**src/rtl/uart_tx_arbiter.sv**
```systemverilog
// uart_tx_arbiter
//   Round-robin arbiter that shares the UART TX FIFO write port between NREQ
//   byte-stream requesters. A grant is held for a whole packet, so bytes from
//   different sources never interleave on the serial line. A grant ends when
//   the packet ends or when MAX_BURST bytes have been sent. FIFO full stalls
//   the transfer without dropping or repeating bytes.
//
//   Optional build macro UART_ARB_TAG_EN: before each packet, write one header
//   byte 8'h80 | owner index. The header does not count toward MAX_BURST.
//
// Ports
//   HCLK, HRESETn  clock, asynchronous active-low reset
//   req_valid[i]   requester i presents a byte on lane i (req_data[8i+7:8i])
//   req_last[i]    that byte ends requester i's packet
//   req_ready[i]   byte of requester i is accepted this cycle
//   fifo_full      TX FIFO full (backpressure)
//   fifo_wr        TX FIFO write strobe
//   fifo_wdata     TX FIFO write data (0 when fifo_wr is low)
//   grant          one-hot current owner, zero when idle
//   busy           arbiter is not idle
//
// State | meaning
// IDLE  | no owner; pick next valid requester after the round-robin pointer
// HDR   | (UART_ARB_TAG_EN only) write the owner tag byte
// XFER  | pass owner bytes to the FIFO until last byte or burst limit
module uart_tx_arbiter #(
  parameter int NREQ      = 4,
  parameter int MAX_BURST = 16
) (
  input  logic              HCLK,
  input  logic              HRESETn,
  input  logic [NREQ-1:0]   req_valid,
  input  logic [8*NREQ-1:0] req_data,
  input  logic [NREQ-1:0]   req_last,
  output logic [NREQ-1:0]   req_ready,
  input  logic              fifo_full,
  output logic              fifo_wr,
  output logic [7:0]        fifo_wdata,
  output logic [NREQ-1:0]   grant,
  output logic              busy
);

  localparam int IW = (NREQ > 1) ? $clog2(NREQ) : 1;

  typedef enum logic [1:0] {
    ST_IDLE = 2'd0,
    ST_XFER = 2'd1,
    ST_HDR  = 2'd2
  } state_t;

  state_t          state_q, state_d;
  logic [IW-1:0]   gidx_q, gidx_d;
  logic [IW-1:0]   ptr_q, ptr_d;
  logic [NREQ-1:0] grant_q, grant_d;
  logic [7:0]      cnt_q, cnt_d;

  logic            win_found;
  logic [IW-1:0]   win_idx;
  logic [IW-1:0]   cand;
  logic [7:0]      lane;

  assign lane  = req_data[{gidx_q, 3'b000} +: 8];
  assign grant = grant_q;
  assign busy  = (state_q != ST_IDLE);

  // Search starts just after the last owner, so the last owner ranks lowest.
  always_comb begin
    win_found = 1'b0;
    win_idx   = '0;
    cand      = '0;
    for (int k = 1; k <= NREQ; k++) begin
      cand = IW'((int'(ptr_q) + k) % NREQ);
      if (!win_found && req_valid[cand]) begin
        win_found = 1'b1;
        win_idx   = cand;
      end
    end
  end

  always_comb begin
    state_d    = state_q;
    gidx_d     = gidx_q;
    ptr_d      = ptr_q;
    grant_d    = grant_q;
    cnt_d      = cnt_q;
    req_ready  = '0;
    fifo_wr    = 1'b0;
    fifo_wdata = 8'h00;
    case (state_q)
      ST_IDLE: begin
        if (win_found) begin
          gidx_d  = win_idx;
          grant_d = NREQ'(1) << win_idx;
          cnt_d   = 8'd0;
`ifdef UART_ARB_TAG_EN
          state_d = ST_HDR;
`else
          state_d = ST_XFER;
`endif
        end
      end
`ifdef UART_ARB_TAG_EN
      ST_HDR: begin
        if (!fifo_full) begin
          fifo_wr    = 1'b1;
          fifo_wdata = 8'h80 | {5'b00000, 3'(gidx_q)};
          state_d    = ST_XFER;
        end
      end
`endif
      ST_XFER: begin
        req_ready[gidx_q] = ~fifo_full;
        if (req_valid[gidx_q] && !fifo_full) begin
          fifo_wr    = 1'b1;
          fifo_wdata = lane;
          cnt_d      = cnt_q + 8'd1;
          if (req_last[gidx_q] || (cnt_d == 8'(MAX_BURST))) begin
            state_d = ST_IDLE;
            grant_d = '0;
            ptr_d   = gidx_q;
          end
        end
      end
      default: begin
        state_d = ST_IDLE;
        grant_d = '0;
      end
    endcase
  end

  always_ff @(posedge HCLK or negedge HRESETn) begin
    if (!HRESETn) begin
      state_q <= ST_IDLE;
      gidx_q  <= '0;
      ptr_q   <= IW'(NREQ - 1);
      grant_q <= '0;
      cnt_q   <= 8'd0;
    end else begin
      state_q <= state_d;
      gidx_q  <= gidx_d;
      ptr_q   <= ptr_d;
      grant_q <= grant_d;
      cnt_q   <= cnt_d;
    end
  end

endmodule

```
**config.mk**
```make
export PLATFORM = sky130hd
export DESIGN_NAME = uart_tx_arbiter
export DESIGN_NICKNAME = d
export VERILOG_FILES = /design/src/rtl/uart_tx_arbiter.sv
export SDC_FILE = /design/constraint.sdc
export NUM_CORES = 1
export LEC_CHECK = 0
export CAP_MARGIN = 25
export CORE_MARGIN = 1
export CORE_UTILIZATION = 41
export CTS_CLUSTER_DIAMETER = 30
export DETAILED_ROUTE_END_ITERATION = 6
export GPL_ROUTABILITY_DRIVEN = 0
export PLACE_DENSITY = 0.81
export SLEW_MARGIN = 30
export SYNTH_ARGS = -nofsm -noshare
export SYNTH_HDL_FRONTEND = slang
export SYNTH_SLANG_ARGS = --single-unit
```
**constraint.sdc**
```tcl
create_clock -name HCLK -period 2.23 [get_ports HCLK]
set_clock_uncertainty 0.1 [all_clocks]
set_input_delay 0.446 -clock HCLK [delete_from_list [all_inputs] [get_ports HCLK]]
set_output_delay 0.446 -clock HCLK [all_outputs]
set_load 0.1 [all_outputs]
```
==> results of run 1 <==
flip-flops by register name, indices dropped and copies added, names as in the netlist:
name     flops
cnt_q        8
state_q      1
ptr_q        2
grant        4
gidx_q       2
cell type report:
class	instances	area, um2	area share (%)
Clock buffer	3	22.5	0.994
Clock inverter	1	5.00	0.221
Inverter	8	37.5	1.66
Multi-Input combinational cell	90	841	37.1
Sequential cell	17	433	19.1
Tap cell	31	38.8	1.71
Timing Repair Buffer	80	887	39.2
critical path, delay by kind of cell, from the launching register on:
family / cells / cell delay, ns
AO/OA/AOI/OAI: 1 / 0.22
buffers and inverters: 2 / 0.33
flip-flops: 1 / 0.46
AND/OR/NAND/NOR: 2 / 0.52
what timing repair did:
item                                    4_1_cts  5_1_grt
endpoints found under the hold margin         0        0
setup buffers                                 2        1
resized for setup                             4        5
gates cloned                                  0        1
pin swaps                                     2        1
endpoints found under the setup margin       11        9
through the flow:
step / instance area, um2 / power, W / setup WS [ns]
2_1_floorplan: 1360 / 0.00206 / -0.249
5_1_grt: 2260 / 0.00316 / -0.196
6_report: 2260 / 0.00303 / -0.158
3_5_place_dp: 2200 / 0.00278 / -0.300
3_3_place_gp: 2200 / 0.00272 / -0.264
4_1_cts: 2240 / 0.00299 / -0.165
Yosys cell counts:
cell type,instances
clkbuf_1,1
o41ai_2,1
and2_4,1
nor2b_1,9
a31oi_1,2
nand2_1,7
nand4b_1,1
a32o_1,4
or3b_4,1
nor2_1,9
and2b_1,1
o21ai_1,4
a21oi_2,1
mux2_4,1
dfstp_2,2
mux4_2,1
dfrtp_1,15
or2_2,1
a21oi_1,4
ha_1,1
nand3b_1,2
o31ai_1,2
o22a_4,1
buf_6,1
o21ai_0,9
or4_1,1
o21ai_4,1
mux4_1,8
nand2b_1,1
a21boi_0,1
clkinv_2,1
nor4_1,1
inv_1,7
buf_2,2
xor2_1,2
buf_4,1
mux2i_1,4
o21a_1,1
nand3_1,6
buf_1,1
o22ai_1,1
layout by cell type, fill, tap and decap left out, types with 3 or more instances in the layout:
cell             count
nor2_2               3
clkbuf_4             4
a21oi_1              4
nand2_1              7
nand3_1              6
mux4_1               7
buf_4               21
a32o_1               4
mux2i_1              4
o21ai_1              4
clkdlybuf4s50_1     41
dfrtp_1             13
nor2b_4              7
inv_1                7
nor2_1               5
buf_12              14
o21ai_0              9
cell families after synthesis:
group	after synthesis	share of synthesized area, %
adders and majority gates	1	0.985
muxes	14	22.7
buffers and inverters	14	5.32
DFF	17	33.7
and+or+nand+nor	41	17.6
xor gates and xnor gates	2	1.38
AOI/OAI and AO/OA	32	18.3
where the power goes:
group          leakage [nW]  total (W)  internal [W]  switching, W
logic                 0.743    0.00233      0.000969       0.00136
registers             0.216   0.000530      0.000422      0.000108
clock network        0.0177   0.000172     0.0000672      0.000105
final timing paths:
| kind | to | slack [ns] | cells past startpoint |
|---|---|---|---|
| worst max-delay path | fifo_wdata[3] | -0.16 | 5 |
| worst min-delay path | grant[2] | 0.35 | 2 |
| worst max register to register | ptr_q[1] | 0.15 | 5 |
| worst min register to register | cnt_q[7] | 0.39 | 1 |
| max in group asynchronous | ptr_q[1] | 1.43 | 2 |
| min in group HCLK | cnt_q[7] | 0.39 | 1 |
per-layer routing:
layer	vias up	part of all wire, %	track usage (%)
li1	609	-	-
met1	627	40	29.1
met2	67	48	44.9
met3	7	9.7	4.91
met4	0	1.5	8.16
met5	-	0	0
==> flow_summary_export.csv, run 1 <==
group,metric,value,unit
status,status,"finished, violations left",
status,failed_checks,"design-rule violations, negative setup slack",
drt,firstDrtPassIters,6,
cells_and_area,finish.utilization,79.4,%
die,die_h,57.7,um
drt,vias,1310,
worst_setup_path,path_common_cell,"buf_12",
clocking,clock_latency,0.31,ns
worst_setup_path,slowest_stage,"dfrtp_2",
timing,slew_headroom,76.5,%
worst_setup_path,startpoint,"gidx_q[0]",
clocking,clockBufferDepth,2,
cells_and_area,area_delta_synth_final,78.3,%
timing,setup_viol,9,
placement,dpl.cell_count,222,
cells_and_area,nets,244,
global_routing,grt_max_degree,18,
timing,tightest_slew,0.349,ns
cells_and_area,drive_gt1_share,34.7,%
die,pin_count,61,
worst_setup_path,required,1.68,ns
synthesis,ys_types,41,
worst_setup_path,r2r_start,"gidx_q[0]",
placement,hpwl,3.18,mm
clocking,tritoncts,"done",
worst_setup_path,path_class,"register to primary output",
synthesis,ys_warn_count,0,
timing,finalSetupTns,-1.28,ns
clocking,cts_made_buffers,3,
clocking,cts.reportedPaths.clkPinSlew,0.10,ns
synthesis,avgSynthCellArea,10.5,um2
global_routing,gr-usage-all-layers,24.6,%
timing,fmax,419,MHz
clocking,cts-root-buf,"clkbuf_4",
die,die_x,57.7,um
synthesis,yosysTopAreaCell,"dfrtp_1",
cells_and_area,fin_cells,230,
power_and_ir_drop,p_leak,0.977,nW
synthesis,synth_top_area_share,29.6,%
die,dieArea,0.00332,mm2
drt,drt-total-wl,4.04,mm
clocking,cts_sinks,17,
timing,layout_min_cycle_time,2.39,ns
placement,io_buffers,60,
worst_setup_path,start_kind,"register",
cells_and_area,n_antenna_cell,0,
synthesis,syn_nets,165,
drt,ant_nets,0,
worst_setup_path,cp.arrival,1.84,ns
worst_setup_path,setup.worst_path.end_class,"primary output",
power_and_ir_drop,powerDensity,1340,mW/mm2
global_routing,grt_pass1_wl,6.18,mm
drt,avgViaCountPerCell,5.70,
timing,finalCritPeriodShare,107,%
power_and_ir_drop,ir_worst_vdd,1.14,mV
synthesis,ys_top_cells_by_area,"dfrtp_1 30%, mux4_1 17%, nor2b_1 4.4%, dfstp_2 4.1%, o21ai_0 3.5%",
synthesis,synth_area,0.00127,mm2
die,num_rows,19,
die,start_util,44.5,%
worst_hold_path,hp-class,"primary input to async pin",
synthesis,ys_seq_elements,17,
clocking,hold_buffers,0,
worst_setup_path,slowest_delay,0.46,ns
global_routing,overflow,0,
timing,slew_viol_final,0,
drt,remaining_drc_errors,10,
worst_setup_path,critical_path.cell_chain,"or3b_4 -> o22a_4 -> buf_12 -> nor2b_4 -> buf_12",
timing,finalHoldViolCount,0,
drt,wl_per_cell,17.6,um
global_routing,antenna_found_initial,0,
worst_setup_path,critPathMaxFanout,4,
clocking,htreeDepth,1,
synthesis,ys_seq_area_share,33.7,%
cells_and_area,nFillCells,182,
drt,drtIter0Drc,55,
run,maxCapViolations,0,
timing,grt_setup_unrepaired,"yes",
global_routing,grt_pass1_vias,1310,
die,core_area,0.00285,mm2
timing,fin_hold_ws,0.351,ns
timing,setup_ws,-0.158,ns
synthesis,netlist_instances,121,
Power figures use the tool's default switching activity.
==> run 2, diff against run 1 <==
Settings changed: CORE_UTILIZATION 41 to 45, CTS_BUF_LIST set to sky130_fd_sc_hd__clkbuf_16, DONT_BUFFER_PORTS set to 1, PLACE_DENSITY 0.81 to not set.
==> run 2 against run 1 <==
  * The flow finishes with violations (negative setup slack)
  * Via count shrank 19%
  * Count of clock-buffer cells in the layout is the same
  * Maximum frequency grew 4.9%
  * Clock power grew 120%
  * Flip-flop and latch count is the same
  * Design area shrank 18%
  * Global-route usage shrank 3.3 points
  * Register-to-register slack gained 0.11 ns
  * Core utilization shrank 7.4 points
  * Critical path depth is the same
  * Worst hold slack lost 0.020 ns
  * Highest routed layer unchanged
==> flow_summary_export.csv, run 2 (synthesized netlist as in run 1, its figures left out) <==
group,metric,value,unit
status,status,"finished, violations left",
status,failed_checks,"negative setup slack",
die,die_h,55.1,um
clocking,cts_made_buffers,3,
run,maxCapViolations,0,
placement,hpwl,2.33,mm
global_routing,grt_max_degree,18,
worst_setup_path,start_kind,"register",
timing,fmax,439,MHz
worst_setup_path,r2r_slack,0.26,ns
worst_setup_path,ff2ff_path_depth,5,
power_and_ir_drop,p_leak,0.800,nW
worst_setup_path,required,1.68,ns
worst_hold_path,hp-class,"primary input to register",
global_routing,gr-usage-all-layers,21.3,%
timing,slew_headroom,48.7,%
timing,finalCritPeriodShare,102,%
die,die_x,55.1,um
die,pin_count,61,
drt,ant_nets,0,
drt,drtIter0Drc,24,
worst_setup_path,critPathMaxFanout,7,
cells_and_area,drive_gt1_share,39.7,%
timing,setup_ws,-0.0472,ns
clocking,cts.reportedPaths.clkPinSlew,0.05,ns
timing,finalHoldViolCount,0,
drt,remaining_drc_errors,0,
cells_and_area,largest-register,"cnt_q",
clocking,clock_latency,0.25,ns
clocking,cts-root-buf,"clkbuf_16",
worst_hold_path,hold_path_depth,2,
die,start_util,49.5,%
drt,firstDrtPassIters,4,
clocking,tritoncts,"done",
drt,avgViaCountPerCell,5.90,
power_and_ir_drop,p_total,0.00307,W
die,num_rows,18,
timing,grt_setup_unrepaired,"yes",
die,core_area,0.00257,mm2
power_and_ir_drop,ir_worst_vdd,1.22,mV
global_routing,overflow,0,
power_and_ir_drop,powerDensity,1660,mW/mm2
cells_and_area,nets,196,
cells_and_area,fin_area,0.00185,mm2
cells_and_area,area_delta_synth_final,45.5,%
cells_and_area,mostFrequentLayoutCells,"14 x dfrtp_1, 14 x buf_4, 13 x buf_12",
cells_and_area,n_antenna_cell,0,
cells_and_area,largest_register_ffs,8,
placement,io_buffers,0,
drt,vias,1067,
drt,wl_per_cell,17.2,um
clocking,clockBufferDepth,2,
timing,tightest_slew,0.767,ns
global_routing,grt_pass1_wl,4.40,mm
worst_setup_path,setup.worst_path.end_class,"primary output",
clocking,cts_sinks,17,
timing,layout_min_cycle_time,2.28,ns
die,dieArea,0.00304,mm2
cells_and_area,nFillCells,182,
placement,placed_area,0.00167,mm2
worst_setup_path,path_class,"register to primary output",
worst_setup_path,cp.arrival,1.73,ns
drt,drt-total-wl,3.11,mm
placement,pre_cts_ws,0.0870,ns
global_routing,antenna_found_initial,0,
timing,slew_viol_final,0,
clocking,htreeDepth,1,
timing,finalSetupTns,-0.195,ns
global_routing,grt_pass1_vias,962,
timing,setup_viol,8,
==> run 2: worst max-delay path, stage by stage (launching register included) <==
cell and delay [ns]:
dfrtp_4 0.40, or3b_4 0.38, o22a_4 0.23, buf_4 0.15
nor2b_4 0.13, buf_12 0.18
==> run 2: report_power, final <==
| group | switching [W] | internal (W) | total (W) |
|---|---|---|---|
| clock network | 0.000130 | 0.000242 | 0.000372 |
| registers | 0.0000993 | 0.000422 | 0.000521 |
| logic | 0.00131 | 0.000866 | 0.00217 |
==> run 2: layout make-up <==
type                    count  area (um2)  area share, %
repair buffers             32         420           22.7
clock inverters             1        7.51          0.406
flip-flops and latches     17         432           23.4
multi-input cells          90         845           45.7
clock buffers               3        75.1           4.06
inverters                   8        31.3           1.69
well taps                  30        37.5           2.03
==> run 2: final timing paths <==
path,start,endpoint
max,state_q[0],fifo_wdata[5]
min,req_valid[2],state_q[0]
max reg2reg,gidx_q[0],ptr_q[1]
min reg2reg,cnt_q[7],cnt_q[7]
max in group asynchronous,HRESETn,state_q[0]
min in group asynchronous,HRESETn,grant[0]
==> run 2: repair_timing <==
item,4_1_cts,5_1_grt
buffers inserted,8,1
gates resized for setup,3,1
hold endpoints to repair,17,0
hold buffers,1,0
pin swaps,1,2
endpoints found under the setup margin,9,9
==> run 2: per-layer routing <==
layer  vias to the layer above  track usage [%]  share of wire, %
met1                       498             25.0                41
met2                        48             35.3                46
met5                         -                0                 0
met3                         4             5.74                11
met4                         0             11.3               1.7
li1                        517                -                 -
==> run 2: stage by stage <==
step,util (%),hold slack (ns),cells
global route,72.0,0.391,181
finish,72.0,0.331,181
CTS,71.5,0.330,180
global placement,65.2,0.0507,167
detailed placement,65.2,0.0506,167
floorplan,-,0.0504,121
==> run 3, diff against run 2 <==
Settings changed: HOLD_SLACK_MARGIN set to 0.12.
==> results of run 3 <==
The final DEF is identical to that of run 2; final timing and power are the same.
